==> src/rtl/midi_encoder.sv <==
// MIDI channel-voice message serialiser: one handshake in, 2 or 3 bytes out,
// with optional running-status compression that expires after an idle period.
//
// state  | meaning
// IDLE   | msg_ready high, waiting for a message
// STATUS | status byte on data_out, waiting for transfer
// DATA1  | first data byte on data_out, waiting for transfer
// DATA2  | second data byte on data_out, waiting for transfer
module midi_encoder #(
    parameter bit          RUNNING_STATUS = 1'b0,
    parameter int unsigned RS_TIMEOUT     = 15_000_000
) (
    input  logic       clock_50_000_000,
    input  logic       reset_l,
    input  logic [3:0] msg_type,
    input  logic [3:0] msg_channel,
    input  logic [7:0] msg_data1,
    input  logic [7:0] msg_data2,
    input  logic       msg_valid,
    output logic       msg_ready,
    output logic       msg_error,
    output logic [7:0] data_out,
    output logic       data_out_valid,
    input  logic       data_out_ready
);

    localparam int TW = (RS_TIMEOUT < 2) ? 1 : $clog2(RS_TIMEOUT + 1);

    typedef enum logic [1:0] {IDLE, STATUS, DATA1, DATA2} state_t;

    state_t      state;
    state_t      state_nxt;

    logic [7:0]  data1_q;
    logic [7:0]  data2_q;
    logic        three_q;

    logic [7:0]  data_out_nxt;
    logic        valid_nxt;
    logic        error_nxt;
    logic        load_msg;

    logic        type_ok;
    logic        type_three;
    logic [7:0]  status_in;
    logic        accept;
    logic        xfer;

    logic [7:0]  rs_byte;
    logic        rs_valid;
    logic        rs_hit;
    logic        rs_expire;
    logic [TW-1:0] rs_timer;

    assign msg_ready = (state == IDLE);
    assign accept    = msg_valid && msg_ready;
    assign xfer      = data_out_valid && data_out_ready;
    assign status_in = {msg_type, msg_channel};
    assign rs_hit    = RUNNING_STATUS && rs_valid && (rs_byte == status_in);
    assign rs_expire = !xfer && (rs_timer == TW'(1));

    always_comb begin
        type_ok    = 1'b0;
        type_three = 1'b0;
        case (msg_type)
            4'h8, 4'h9, 4'hA, 4'hB, 4'hE: begin
                type_ok    = 1'b1;
                type_three = 1'b1;
            end
            4'hC, 4'hD: type_ok = 1'b1;
            default: ;
        endcase
    end

    always_comb begin
        state_nxt    = state;
        data_out_nxt = data_out;
        valid_nxt    = data_out_valid;
        error_nxt    = 1'b0;
        load_msg     = 1'b0;
        case (state)
            IDLE: begin
                if (accept) begin
                    if (type_ok) begin
                        load_msg  = 1'b1;
                        valid_nxt = 1'b1;
                        if (rs_hit) begin
                            state_nxt    = DATA1;
                            data_out_nxt = msg_data1 & 8'h7F;
                        end else begin
                            state_nxt    = STATUS;
                            data_out_nxt = status_in;
                        end
                    end else begin
                        error_nxt = 1'b1;
                    end
                end
            end
            STATUS: begin
                if (xfer) begin
                    state_nxt    = DATA1;
                    data_out_nxt = data1_q;
                end
            end
            DATA1: begin
                if (xfer) begin
                    if (three_q) begin
                        state_nxt    = DATA2;
                        data_out_nxt = data2_q;
                    end else begin
                        state_nxt = IDLE;
                        valid_nxt = 1'b0;
                    end
                end
            end
            DATA2: begin
                if (xfer) begin
                    state_nxt = IDLE;
                    valid_nxt = 1'b0;
                end
            end
            default: begin
                state_nxt = IDLE;
                valid_nxt = 1'b0;
            end
        endcase
    end

    always_ff @(posedge clock_50_000_000 or negedge reset_l) begin
        if (!reset_l) begin
            state <= IDLE;
        end else begin
            state <= state_nxt;
        end
    end

    always_ff @(posedge clock_50_000_000 or negedge reset_l) begin
        if (!reset_l) begin
            data_out       <= 8'h00;
            data_out_valid <= 1'b0;
            msg_error      <= 1'b0;
            data1_q        <= 8'h00;
            data2_q        <= 8'h00;
            three_q        <= 1'b0;
        end else begin
            data_out       <= data_out_nxt;
            data_out_valid <= valid_nxt;
            msg_error      <= error_nxt;
            if (load_msg) begin
                data1_q <= msg_data1 & 8'h7F;
                data2_q <= msg_data2 & 8'h7F;
                three_q <= type_three;
            end
        end
    end

    // Idle timer counts down from RS_TIMEOUT after each transfer; the memory
    // is dropped on the cycle it would reach zero.
    always_ff @(posedge clock_50_000_000 or negedge reset_l) begin
        if (!reset_l) begin
            rs_timer <= '0;
            rs_byte  <= 8'h00;
            rs_valid <= 1'b0;
        end else begin
            if (xfer) begin
                rs_timer <= TW'(RS_TIMEOUT);
            end else if (rs_timer != '0) begin
                rs_timer <= rs_timer - TW'(1);
            end
            if (xfer && state == STATUS) begin
                rs_byte  <= data_out;
                rs_valid <= 1'b1;
            end else if (rs_expire) begin
                rs_valid <= 1'b0;
            end
        end
    end

endmodule

==> config.mk <==
export PLATFORM = sky130hd
export DESIGN_NAME = midi_encoder
export DESIGN_NICKNAME = d
export VERILOG_FILES = /design/src/rtl/midi_encoder.sv
export SDC_FILE = /design/constraint.sdc
export NUM_CORES = 1
export LEC_CHECK = 0
export BUFFER_PORTS_ARGS = -buffer_cell sky130_fd_sc_hd__clkbuf_2
export CORE_ASPECT_RATIO = 0.8
export CORE_MARGIN = 4
export CORE_UTILIZATION = 54
export DETAILED_ROUTE_END_ITERATION = 6
export PLACE_DENSITY_LB_ADDON = 0.2
export SETUP_SLACK_MARGIN = 0.15
export SYNTH_ARGS = -nofsm -noshare
export SYNTH_HDL_FRONTEND = slang
export SYNTH_SLANG_ARGS = --single-unit
==> constraint.sdc <==
create_clock -name clock_50_000_000 -period 2.7 [get_ports clock_50_000_000]
set_input_delay 0.27 -clock clock_50_000_000 [delete_from_list [all_inputs] [get_ports clock_50_000_000]]
set_output_delay 0.27 -clock clock_50_000_000 [all_outputs]
set_load 0.01 [all_outputs]
# Word-level counts from Yosys, hierarchy flattened
# Cells that the tools add are included.
[totals]
word_cells = 61
register_bits = 27
out_inout_bits = 11
in_bits = 28
[classes]
n_eq_ne = 17
reduce_logical = 10
muxes = 27
[ops]
columns = ["cell", "count"]
rows = [
  ["$mux 8", 5],
  ["$eq 4x4->1 const B", 7],
  ["$pmux 8 s3", 1],
  ["$mux 1", 13],
  ["$mux 2", 6],
  ["$reduce_and 6->1", 2],
  ["$ne 2x2->1 const B", 5],
  ["$pmux 2 s4", 1],
  ["$reduce_or 7->1", 1],
  ["$reduce_bool 3->1", 2],
  ["$reduce_and 5->1", 1],
  ["$reduce_or 5->1", 1],
  ["$eq 2x2->1 const B", 2],
  ["$ne 2x1->1 const B", 2],
  ["$pmux 1 s3", 1],
  ["$eq 2x1->1 const B", 1],
  ["$logic_and 1x1->1", 2],
  ["$logic_not 2->1", 1],
]

# Depth between registers and ports, before layout
# Gate-level depths: netlist of run 1.
[depth]
depth_word = 6
depth_mapped = 6
ltp_nobuf = 6

# Worst setup path before layout of run 1
# OpenSTA, ideal clock, no wires.
[synth_path]
kind = "register to register"
start = "reg state[0]"
end = "reg data_out[0]"
n_path_buf = 0
t_required_ns = 2.575
period_less_slack_ns = 1.685
stages_incl_launch_ff = 7
path_slack_ns = 1.015
arrival_ns = 1.561
path_cell_list = "dfrtp_1 inv_1 ha_1 and4_4 nor2_2 o21ai_4 mux2_4"
[synth_via]
elab_chain_len = 4
word_cells_on_any_way = 12
cone_classes = "7 x eq/ne; 1 x mux; 4 x reduce/logical"
[synth_lines]
columns = ["item", "line", "rtl"]
rows = [
  ["start, declared", "31", "state_t state;"],
  ["start signal, assigned", "133", "state <= state_nxt;"],
  ["$logic_not 2->1 (*)", "55", "assign msg_ready = (state == IDLE);"],
  ["via msg_ready", "20", "output logic msg_ready,"],
  ["$logic_and 1x1->1", "56", "assign accept = msg_valid && msg_ready;"],
  ["$ne 2x1->1 (no line)", "-", ""],
  ["$reduce_and 6->1 (no line)", "-", ""],
  ["end signal, assigned", "146", "data_out <= data_out_nxt;"],
  ["end, declared", "22", "output logic [7:0] data_out,"],
]
# Mark *: on every way through the listed nets, which the timed path passes. The rest lies on a longest branch.
# A chain may end at the register's enable or synchronous reset.

# Final worst setup path of run 1
[layout_path]
start = "reg state[0]"
end = "reg data_out[2]"
[layout_via]
elab_chain_len = 4
word_cells_on_any_way = 12
cone_classes = "7 x eq/ne; 1 x mux; 4 x reduce/logical"
[layout_lines]
columns = ["item", "line"]
rows = [
  ["$logic_not 2->1", "55, 81"],
  ["$logic_and 1x1->1", "56"],
  ["$ne 2x1->1 (no line)", "-"],
  ["$reduce_and 6->1 (no line)", "-"],
]
# Parallel ways exist; a longest one is shown, timed or not.

==> results of run 1 <==
[area by class of cell]
cell class / count / area, µm²
Multi-Input combinational cell: 77 / 649
Timing Repair Buffer: 37 / 190
Inverter: 2 / 7.51
Sequential cell: 27 / 676
Clock buffer: 4 / 26.3
Tap cell: 34 / 42.5
Fill cell: 177 / 679
[how the worst min path moves through the flow]
stage,from,endpoint,slack (ns),depth (start not counted)
finish,msg_type[3],msg_error$_DFF_PN0_,0.17,2
global route,msg_data2[1],data2_q[1]$_DFFE_PN0P_,0.16,2
CTS,msg_type[3],msg_error$_DFF_PN0_,0.16,2
detailed placement,reset_l,msg_error$_DFF_PN0_,0.33,1
global placement,reset_l,msg_error$_DFF_PN0_,0.32,1
floorplan,reset_l,data1_q[0]$_DFFE_PN0P_,-0.03,0
[sequential cells by signal (all words and copies together) (netlist names)]
| name | flops |
|---|---|
| data_out | 8 |
| data1_q | 7 |
| data2_q | 7 |
| state | 2 |
| data_out_valid | 1 |
| msg_error | 1 |
| three_q | 1 |
[where the power goes]
part	switching (W)	internal, W
registers	0.000119	0.000607
clock network	0.000112	0.0000578
logic	0.000510	0.000550
total	0.000740	0.00122
[kinds of logic (layout without fill, tap and decap cells)]
kind of cell               count (synthesis)  in the layout
AOI/OAI and AO/OA                         27             27
adders and majority gates                  4              4
buffers and inverters                      6             43
DFF                                       27             27
muxes                                     23             23
and+or+nand+nor                           23             23
[stage by stage]
step	hold slack, ns	setup slack [ns]
after detailed placement	0.330	0.638
after global placement	0.323	0.665
after floorplan	-0.0256	1.01
after global routing	0.155	0.471
final	0.167	0.611
after CTS	0.160	0.619
[timing repair]
action / CTS / global route
setup buffers: 0 / 0
endpoints found under the hold margin: 27 / 0
hold buffers: 1 / 0
[metal layers]
layer | track usage [%] | vias to the layer above
li1 | - | 475
met1 | 22.3 | 455
met2 | 25.9 | 44
met3 | 5.15 | 0
met4 | 2.15 | 0
met5 | 0 | -
[cells in the final DEF, fill, tap and decap left out, types with 2 or more instances in the layout]
cell type and instances:
nand3_1 2, nand2_1 3, nand2b_1 2, clkbuf_4 3, inv_1 2, mux2_2 15
dfrtp_1 27, nor2_1 9, mux2_4 8, a22oi_1 7, ha_1 4, clkbuf_2 36
a21oi_1 14
==> metrics.md, run 1 <==
| Metric | Value |
|---|---|
| RR Startpoint | `state[0]$_DFFE_PN0P_` |
| CTS root buffer | `clkbuf_4` |
| Post-detailed-route wirelength per cell | `14.4 µm` |
| # rows | `15` |
| Crit Path Class | `reg2reg` |
| Met3 WL post-DR | `251 µm` |
| Fin. Hold Viols | `0` |
| Min-Delay Path Class | `in2reg` |
| Vias in the first global route | `937` |
| F_max | `479 MHz` |
| DRC | `0` |
| Post-synth EDFFs | `0` |
| Max_cap viols | `0` |
| Top Family by Delay on Critical Path | `compound AO/OA/AOI/OAI gates` |
| First-pass GRT wire length | `4230 µm` |
| H-tree levels | `1` |
| Power density over cell area | `1230 nW/µm²` |
| Post-synthesis adder-cell area fraction | `3.70%` |
| Gpl congestion | `0.936` |
| Pin count of the biggest net entering global routing | `28` |
| Cells after DPL | `176` |
| Final setup fails | `0` |
| Syn Nets | `142` |
| Synthesized cell area | `1350 µm²` |
| Worst-skew pair later-pin latency | `0.32 ns` |
| Slew @ Worst Pin | `0.657 ns` |
| Fin. max-slew vios | `0` |
| Critical path's slowest cell | `ha_1` |
| Total power | `0.00196 W` |
| Die H | `52.8 µm` |
| Reg2reg path depth | `6` |
| CP peak stage delay | `0.46 ns` |
| Non-filler instance count after layout | `181` |
| Initial antenna violation count | `0` |
| Pre-antenna DRT Iters | `4` |
| Die X-Extent | `64.0 µm` |
| R2r endpoint | `data_out[2]$_DFFE_PN0P_` |
| Synth Area in XOR/XNOR | `0%` |
| Distinct cells, synth | `27` |
| Share of layout cells above drive strength 1 | `47.6%` |
| ANT nets after route | `0` |
| Required @ worst endpoint | `2.92 ns` |
| Status | `finished, final reports clean` |
| WP depth | `6` |
| Mean area per synthesized cell | `12.3 µm²` |
| Crit end category | `flop` |
| Clock-pin slew on the worst setup and hold paths | `0.14 ns` |
| Max Clock Skew | `0.00631 ns` |
| Unrepaired setup endpoints after global routing | `false` |
| Vias | `974` |
| Largest family of logic cells by synthesized area | `multiplexers` |
| R2R setup slack | `0.61 ns` |
| Flops & latches, synth | `27` |
| M1 wire length | `1180 µm` |
| IO buf count | `36` |
| Final layout net count | `180` |
| VDD IR max | `0.700 mV` |
| CTS max path bufs | `2` |
| Critical-path maximum fanout | `13` |
| Total Routing Usage GR | `16.3%` |
| Critical Path AT | `2.31 ns` |
| Count leader, synth | `dfrtp_1` |
| CP endpoint | `data_out[2]$_DFFE_PN0P_` |
| DRT Wirelength | `2610 µm` |
| Setup tns final | `0 ns` |
| Async SR Flop Fraction | `100%` |
| Io pins | `39` |
| Sequential area share after synthesis | `49.9%` |
| Final core occ | `70.1%` |
| PostCTS Resize Cnt | `0` |
| Crit path launch | `state[0]$_DFFE_PN0P_` |
| Ordered cell list for the critical path | `inv_1 > ha_1 > nand2b_1 > a21oi_1 > o21ai_4 > mux2_4` |
| Antenna diode count | `0` |
| Dpl hpwl | `1960 µm` |
| Final Instance Area | `1590 µm²` |
| Drt initial violations | `35` |
| Vias per std cell | `5.38` |
| Die Footprint | `3380 µm²` |
| CTS sink count | `27` |
| Final period utilization | `77.4%` |
| Worst Path Buf+Inv | `1` |
| Pleak | `0.779 nW` |
| Core area | `2270 µm²` |
| Slew Limit Headroom | `56.2%` |
| Area growth, synth to finish | `17.6%` |
| Yosys warns | `0` |
| Synth top cells by count | `dfrtp_1 (27), mux2_2 (15), a21oi_1 (14)` |
| Crit start category | `flop` |
| Total gr overflow | `0` |
| Synth Area in Compound Gates | `13.4%` |
| Met2 wire length | `1170 µm` |
| Top cell type's share of synthesized area | `49.9%` |
| CTS tree | `built` |
| Synth area leader | `dfrtp_1` |
| Highest metal used | `met3` |
| Post-synthesis mux area share | `21.3%` |
| Synth Instances | `110` |
| Simple-gate share of the synthesized area | `9.52%` |
| Clock buffer count from CTS | `3` |
| Fin crit period | `2.09 ns` |
| Ys flop type | `dfrtp_1` |
| Largest cells by area after synthesis | `dfrtp_1 (50%), mux2_2 (12%), mux2_4 (8.9%)` |
| Placed inst area | `1560 µm²` |
| Starting Density | `59.6%` |
Power figures use the tool's default switching activity.
==> inputs of run 2 (changes only) <==
CORE_UTILIZATION = 50   (was 54)
clock period = 2.1 ns   (was 2.7 ns; I/O delays follow)
==> metrics.md, run 2 (same netlist as run 1, synthesis figures left out) <==
| Metric | Value |
|---|---|
| Met3 WL post-DR | `179 µm (-29%)` |
| Met2 wire length | `1360 µm (+16%)` |
| Critical-path maximum fanout | `8 (-5)` |
| Seq pwr share | `35.6% (-1.5 points)` |
| Unrepaired setup endpoints after global routing | `false` |
| Setup tns final | `0 ns (unchanged)` |
| Fin. max-slew vios | `0 (unchanged)` |
| Die H | `54.5 µm (+3.3%)` |
| Commonest cells after routing, fill and taps aside | `clkbuf_2 (36), dfrtp_1 (26), mux2_2 (15)` |
| Status | `finished, final reports clean` |
| Antenna diode count | `0 (unchanged)` |
| DRT Wirelength | `2740 µm (+5.1%)` |
| M1 wire length | `1190 µm (+0.42%)` |
| ANT nets after route | `0 (unchanged)` |
| Ordered cell list for the critical path | `inv_1 > ha_1 > and4_4 > nor2_2 > o21ai_4 > buf_12 > mux2_4` |
| Crit end category | `flop` |
| Final layout net count | `186 (+3.3%)` |
| CTS max path bufs | `2 (unchanged)` |
| Max FFs per register | `8 (unchanged)` |
| CP peak stage delay | `0.44 ns (-0.02 ns)` |
| CTS root buffer | `clkbuf_4` |
| Core area | `2520 µm² (+11%)` |
| CTS sink count | `27 (unchanged)` |
| Fin. Hold Viols | `0 (unchanged)` |
| Final setup fails | `0 (unchanged)` |
| Biggest register | `data_out` |
| Total gr overflow | `0 (unchanged)` |
| Dpl hpwl | `2080 µm (+6.1%)` |
| Power density over cell area | `1590 nW/µm² (+30%)` |
| IO buf count | `36 (unchanged)` |
| Total power | `0.00264 W (+35%)` |
| Clock share of power | `8.2% (-0.5 points)` |
| Post-detailed-route wirelength per cell | `14.5 µm (+0.69%)` |
| Max Clock Skew | `0.0114 ns (+0.00508 ns)` |
| Hold Crit Depth | `2 (unchanged)` |
| Area growth, synth to finish | `22.3%` |
| Pint | `0.00167 W (+37%)` |
| Die Footprint | `3610 µm² (+6.9%)` |
| Total Routing Usage GR | `16.9% (+0.63 points)` |
| H-tree levels | `1 (unchanged)` |
| Slew @ Worst Pin | `0.655 ns (-0.00164 ns)` |
| Combinational group share of total power | `56.2% (+2.0 points)` |
| Vias in the first global route | `1009 (+7.7%)` |
| Initial antenna violation count | `0 (unchanged)` |
| Highest metal used | `met4` |
| Vias | `1001 (+2.8%)` |
| Vias per std cell | `5.30 (-1.6%)` |
| DRC | `0 (unchanged)` |
| Fin crit period | `1.87 ns (-0.219 ns)` |
| CTS tree | `built` |
| Clock-pin slew on the worst setup and hold paths | `0.14 ns (about the same)` |
| VDD IR max | `0.688 mV (-1.6%)` |
| Die X-Extent | `66.2 µm (+3.4%)` |
| F_max | `535 MHz (+12%)` |
| Starting Density | `53.7% (-5.9 points)` |
| Commonest non-fill, non-tap cell in the layout | `clkbuf_2` |
| Largest regs | `data_out x8, data1_q x7, data2_q x7` |
| Clock buffer count from CTS | `3 (unchanged)` |
| Pre-antenna DRT Iters | `4 (unchanged)` |
| Sw Share | `36.8% (-1.0 points)` |
| Max_cap viols | `0 (unchanged)` |
| # rows | `16 (+1)` |
| Crit Path Class | `reg2reg` |
| Share of layout cells above drive strength 1 | `51.0% (+3.4 points)` |
| Critical Path AT | `2.10 ns (-0.21 ns)` |
| Final period utilization | `89.1% (+12 points)` |
| Reg2reg path depth | `7 (+1)` |
| Required @ worst endpoint | `2.33 ns (-0.59 ns)` |
| Pin count of the biggest net entering global routing | `28 (unchanged)` |
| Io pins | `39 (unchanged)` |
| P_sw | `0.000971 W (+31%)` |
| Hold Slack | `0.105 ns (-0.0614 ns)` |
| Pleak | `0.811 nW (+4.1%)` |
| First-pass GRT wire length | `4550 µm (+7.5%)` |
| Critical path's slowest cell | `dfrtp_1` |
| Worst-skew pair later-pin latency | `0.32 ns (about the same)` |
| Drt initial violations | `43 (+23%)` |
| Min-Delay Path Class | `in2reg` |
| Gpl congestion | `0.949 (+1.4%)` |
| Slew Limit Headroom | `56.3% (+0.11 points)` |
| Crit start category | `flop` |
-- run 2: cell count changes in the layout (fill, tap and decap cells not counted) --
cell / change
buf_4: +5
buf_12: +1
dfrtp_1: -1
dfrtp_2: +1
ha_1: -1
ha_2: +1
-- run 2: power groups by stage --
stage | Clock [W] | Combinational [W] | Sequential (W)
global route | 0.000255 | 0.00163 | 0.000963
global placement | 0 | 0.00137 | 0.000928
CTS | 0.000229 | 0.00141 | 0.000934
finish | 0.000217 | 0.00148 | 0.000938
floorplan | 0 | 0.00103 | 0.000951
detailed placement | 0 | 0.00140 | 0.000949
-- run 2: final timing paths --
path	from	to	slack, ns
hold reg to reg	data2_q[0]$_DFFE_PN0P_	data2_q[0]$_DFFE_PN0P_	0.52
hold / removal	msg_data2[6]	data2_q[6]$_DFFE_PN0P_	0.11
min in group asynchronous	reset_l	msg_error$_DFF_PN0_	0.44
setup / recovery	state[1]$_DFFE_PN0P_	data_out[0]$_DFFE_PN0P_	0.23
max in group asynchronous	reset_l	state[0]$_DFFE_PN0P_	1.19
setup reg to reg	state[1]$_DFFE_PN0P_	data_out[0]$_DFFE_PN0P_	0.23
-- run 2: critical path, delay by kind of cell, from the launching register on --
family          cells  cell delay [ns]
mux                 1             0.29
compound gates      1             0.09
flops               1             0.44
fa+ha+maj           1             0.28
simple gates        2             0.43
buf+inv             2             0.25
-- run 2: area by class of cell --
class	instances	area, µm²
clock buffer	4	26.3
fill	228	867
inverter	2	7.51
multi-input combinational	77	652
sequential	27	677
tap	36	45.0
timing repair buffer	43	248
-- run 2: per-stage QoR --
stage	cell area, µm²	setup slack (ns)	std cells	utilization [%]
floorplan	1350	0.415	110	-
global placement	1590	0.298	182	62.9
detailed placement	1590	0.240	182	62.9
CTS	1620	0.225	187	64.4
global route	1660	0.154	189	65.6
finish	1660	0.230	189	65.6
-- run 2: layer usage --
layer  global-route usage [%]  up-vias
met5                        0        -
met4                     2.03        0
met2                     30.5       34
met1                     20.6      480
met3                     5.34        2
li1                         -      485
-- run 2: timing repair --
| action | in CTS | in global routing |
|---|---|---|
| endpoints found under the hold margin | 27 | 0 |
| buffers inserted | 0 | 2 |
| gates resized for setup | 0 | 2 |
| endpoints found under the setup margin | 0 | 9 |
| hold buffers | 1 | 0 |
==> inputs of run 3 (changes only) <==
CELL_PAD_IN_SITES_DETAIL_PLACEMENT = 1   (was unset)
CELL_PAD_IN_SITES_GLOBAL_PLACEMENT = 1   (was unset)
CORE_UTILIZATION = 39   (was 50)
==> metrics.md, run 3 (same netlist as run 1, synthesis figures left out) <==
| Metric | Value |
|---|---|
| Status | `finished, final reports clean` |
| Slew Limit Headroom | `55.0% (-1.3 points)` |
| Final Instance Area | `1680 µm² (+1.3%)` |
| Commonest cells after routing, fill and taps aside | `clkbuf_2 (36), dfrtp_1 (27), mux2_2 (15)` |
| Setup tns final | `0 ns (unchanged)` |
| CTS tree | `built` |
| Max Clock Skew | `0.00785 ns (-0.00355 ns)` |
| Fin crit period | `1.87 ns (-0.00261 ns)` |
| CTS sink count | `27 (unchanged)` |
| Min-Delay Path Class | `in2reg` |
| Dpl hpwl | `2410 µm (+16%)` |
| Multi-input gate area | `658 µm² (+0.96%)` |
| Fin. max-slew vios | `0 (unchanged)` |
| Fin. Hold Viols | `0 (unchanged)` |
| Vias in the first global route | `1093 (+8.3%)` |
| Required @ worst endpoint | `2.30 ns (-0.03 ns)` |
| Hold Slack | `0.157 ns (+0.0515 ns)` |
| IO buf count | `36 (unchanged)` |
| DRT Wirelength | `3170 µm (+16%)` |
| Critical Path AT | `2.07 ns (-0.03 ns)` |
| Initial antenna violation count | `0 (unchanged)` |
| # rows | `18 (+2)` |
| RR Startpoint | `state[1]$_DFFE_PN0P_` |
| Vias | `1009 (+0.80%)` |
| First-pass GRT wire length | `5260 µm (+16%)` |
| Clock-pin slew on the worst setup and hold paths | `0.10 ns (-0.04 ns)` |
| Crit start category | `flop` |
| Die H | `60.7 µm (+11%)` |
| Pleak | `0.814 nW (+0.32%)` |
| Commonest non-fill, non-tap cell in the layout | `clkbuf_2` |
| Pre-antenna DRT Iters | `4 (unchanged)` |
| Max FFs per register | `8 (unchanged)` |
| Fill count | `359 (+57%)` |
| Die X-Extent | `73.9 µm (+12%)` |
| Clock buffer count from CTS | `3 (unchanged)` |
| Total gr overflow | `0 (unchanged)` |
| Power density over cell area | `1650 nW/µm² (+3.3%)` |
| VDD IR max | `0.604 mV (-12%)` |
| Vias per std cell | `5.26 (-0.78%)` |
| Crit end category | `flop` |
| Die Footprint | `4480 µm² (+24%)` |
| Starting Density | `42.3% (-11 points)` |
| Gpl congestion | `0.773 (-19%)` |
| Critical-path maximum fanout | `6 (-2)` |
| Placed inst area | `1590 µm² (+0.32%)` |
| Share of layout cells above drive strength 1 | `51.3% (+0.34 points)` |
| Drt initial violations | `35 (-19%)` |
| CTS max path bufs | `2 (unchanged)` |
| Total power | `0.00276 W (+4.7%)` |
| Core area | `3200 µm² (+27%)` |
| Antenna diode count | `0 (unchanged)` |
| Pin count of the biggest net entering global routing | `28 (unchanged)` |
| Final setup fails | `0 (unchanged)` |
| FF/Latch Area | `676 µm² (-0.18%)` |
| Unrepaired setup endpoints after global routing | `false` |
| Largest regs | `data_out x8, data1_q x7, data2_q x7` |
| Max_cap viols | `0 (unchanged)` |
| Area growth, synth to finish | `23.8%` |
| F_max | `535 MHz (+0.14%)` |
| Final layout net count | `185 (-0.54%)` |
| Slew @ Worst Pin | `0.675 ns (+0.0193 ns)` |
| Hold wc startpoint | `msg_data1[6]` |
| Final core occ | `52.4% (-13 points)` |
| H-tree levels | `1 (unchanged)` |
| Total Routing Usage GR | `15.6% (-1.3 points)` |
| Biggest register | `data_out` |
| DRC | `0 (unchanged)` |
| Crit path launch | `state[1]$_DFFE_PN0P_` |
| CTS root buffer | `clkbuf_8` |
| Final period utilization | `88.9% (-0.12 points)` |
| Post-detailed-route wirelength per cell | `16.5 µm (+14%)` |
| Worst-skew pair later-pin latency | `0.28 ns (-0.04 ns)` |
| Io pins | `39 (unchanged)` |
| ANT nets after route | `0 (unchanged)` |
| Crit Path Class | `reg2reg` |
run 3: through the flow:
step           setup slack [ns]  cells
2_1_floorplan             0.415    110
3_3_place_gp              0.266    186
3_5_place_dp              0.188    186
4_1_cts                   0.172    191
5_1_grt                   0.151    192
6_report                  0.232    192
run 3: power by group:
| group | switching (W) | total (W) | internal [W] | leakage [nW] |
|---|---|---|---|---|
| registers | 0.000155 | 0.000938 | 0.000783 | 0.326 |
| logic | 0.000713 | 0.00152 | 0.000810 | 0.465 |
| clock network | 0.000162 | 0.000298 | 0.000136 | 0.0228 |
run 3: critical path, stage by stage (launching register included):
cell and delay [ns]:
dfrtp_1 0.45, inv_1 0.10, ha_1 0.27, or3_1 0.41, a211oi_2 0.30, a21oi_1 0.11
a31oi_1 0.16
run 3: layer usage:
metal  global-route usage, %  share of wire [%]  up-vias
met2                    26.3                 50       23
met5                       0                  0        -
met4                    3.10                  0        0
met1                    21.0                 45      506
met3                    3.31                4.7        0
li1                        -                  -      480
run 3: final timing paths:
kind / end / slack (ns) / cells after the start
max: state[1]$_DFFE_PN0P_ / 0.23 / 6
min: data1_q[6]$_DFFE_PN0P_ / 0.16 / 2
max reg2reg: state[1]$_DFFE_PN0P_ / 0.23 / 6
min reg2reg: data1_q[1]$_DFFE_PN0P_ / 0.52 / 1
max in group asynchronous: state[0]$_DFFE_PN0P_ / 1.17 / 2
min in group asynchronous: data_out[7]$_DFFE_PN0P_ / 0.49 / 2
run 3: timing repair:
action / in CTS / in global routing
setup endpoints to repair: 0 / 8
endpoints found under the hold margin: 27 / 0
hold buffers: 1 / 0
setup buffers: 0 / 1
gates resized for setup: 0 / 3
run 3: area by class of cell:
type,instances,area share [%]
Inverter,2,0.448
Clock buffer,4,2.69
Multi-Input combinational cell,77,39.3
Sequential cell,27,40.3
Timing Repair Buffer,42,14.3
Tap cell,40,2.99
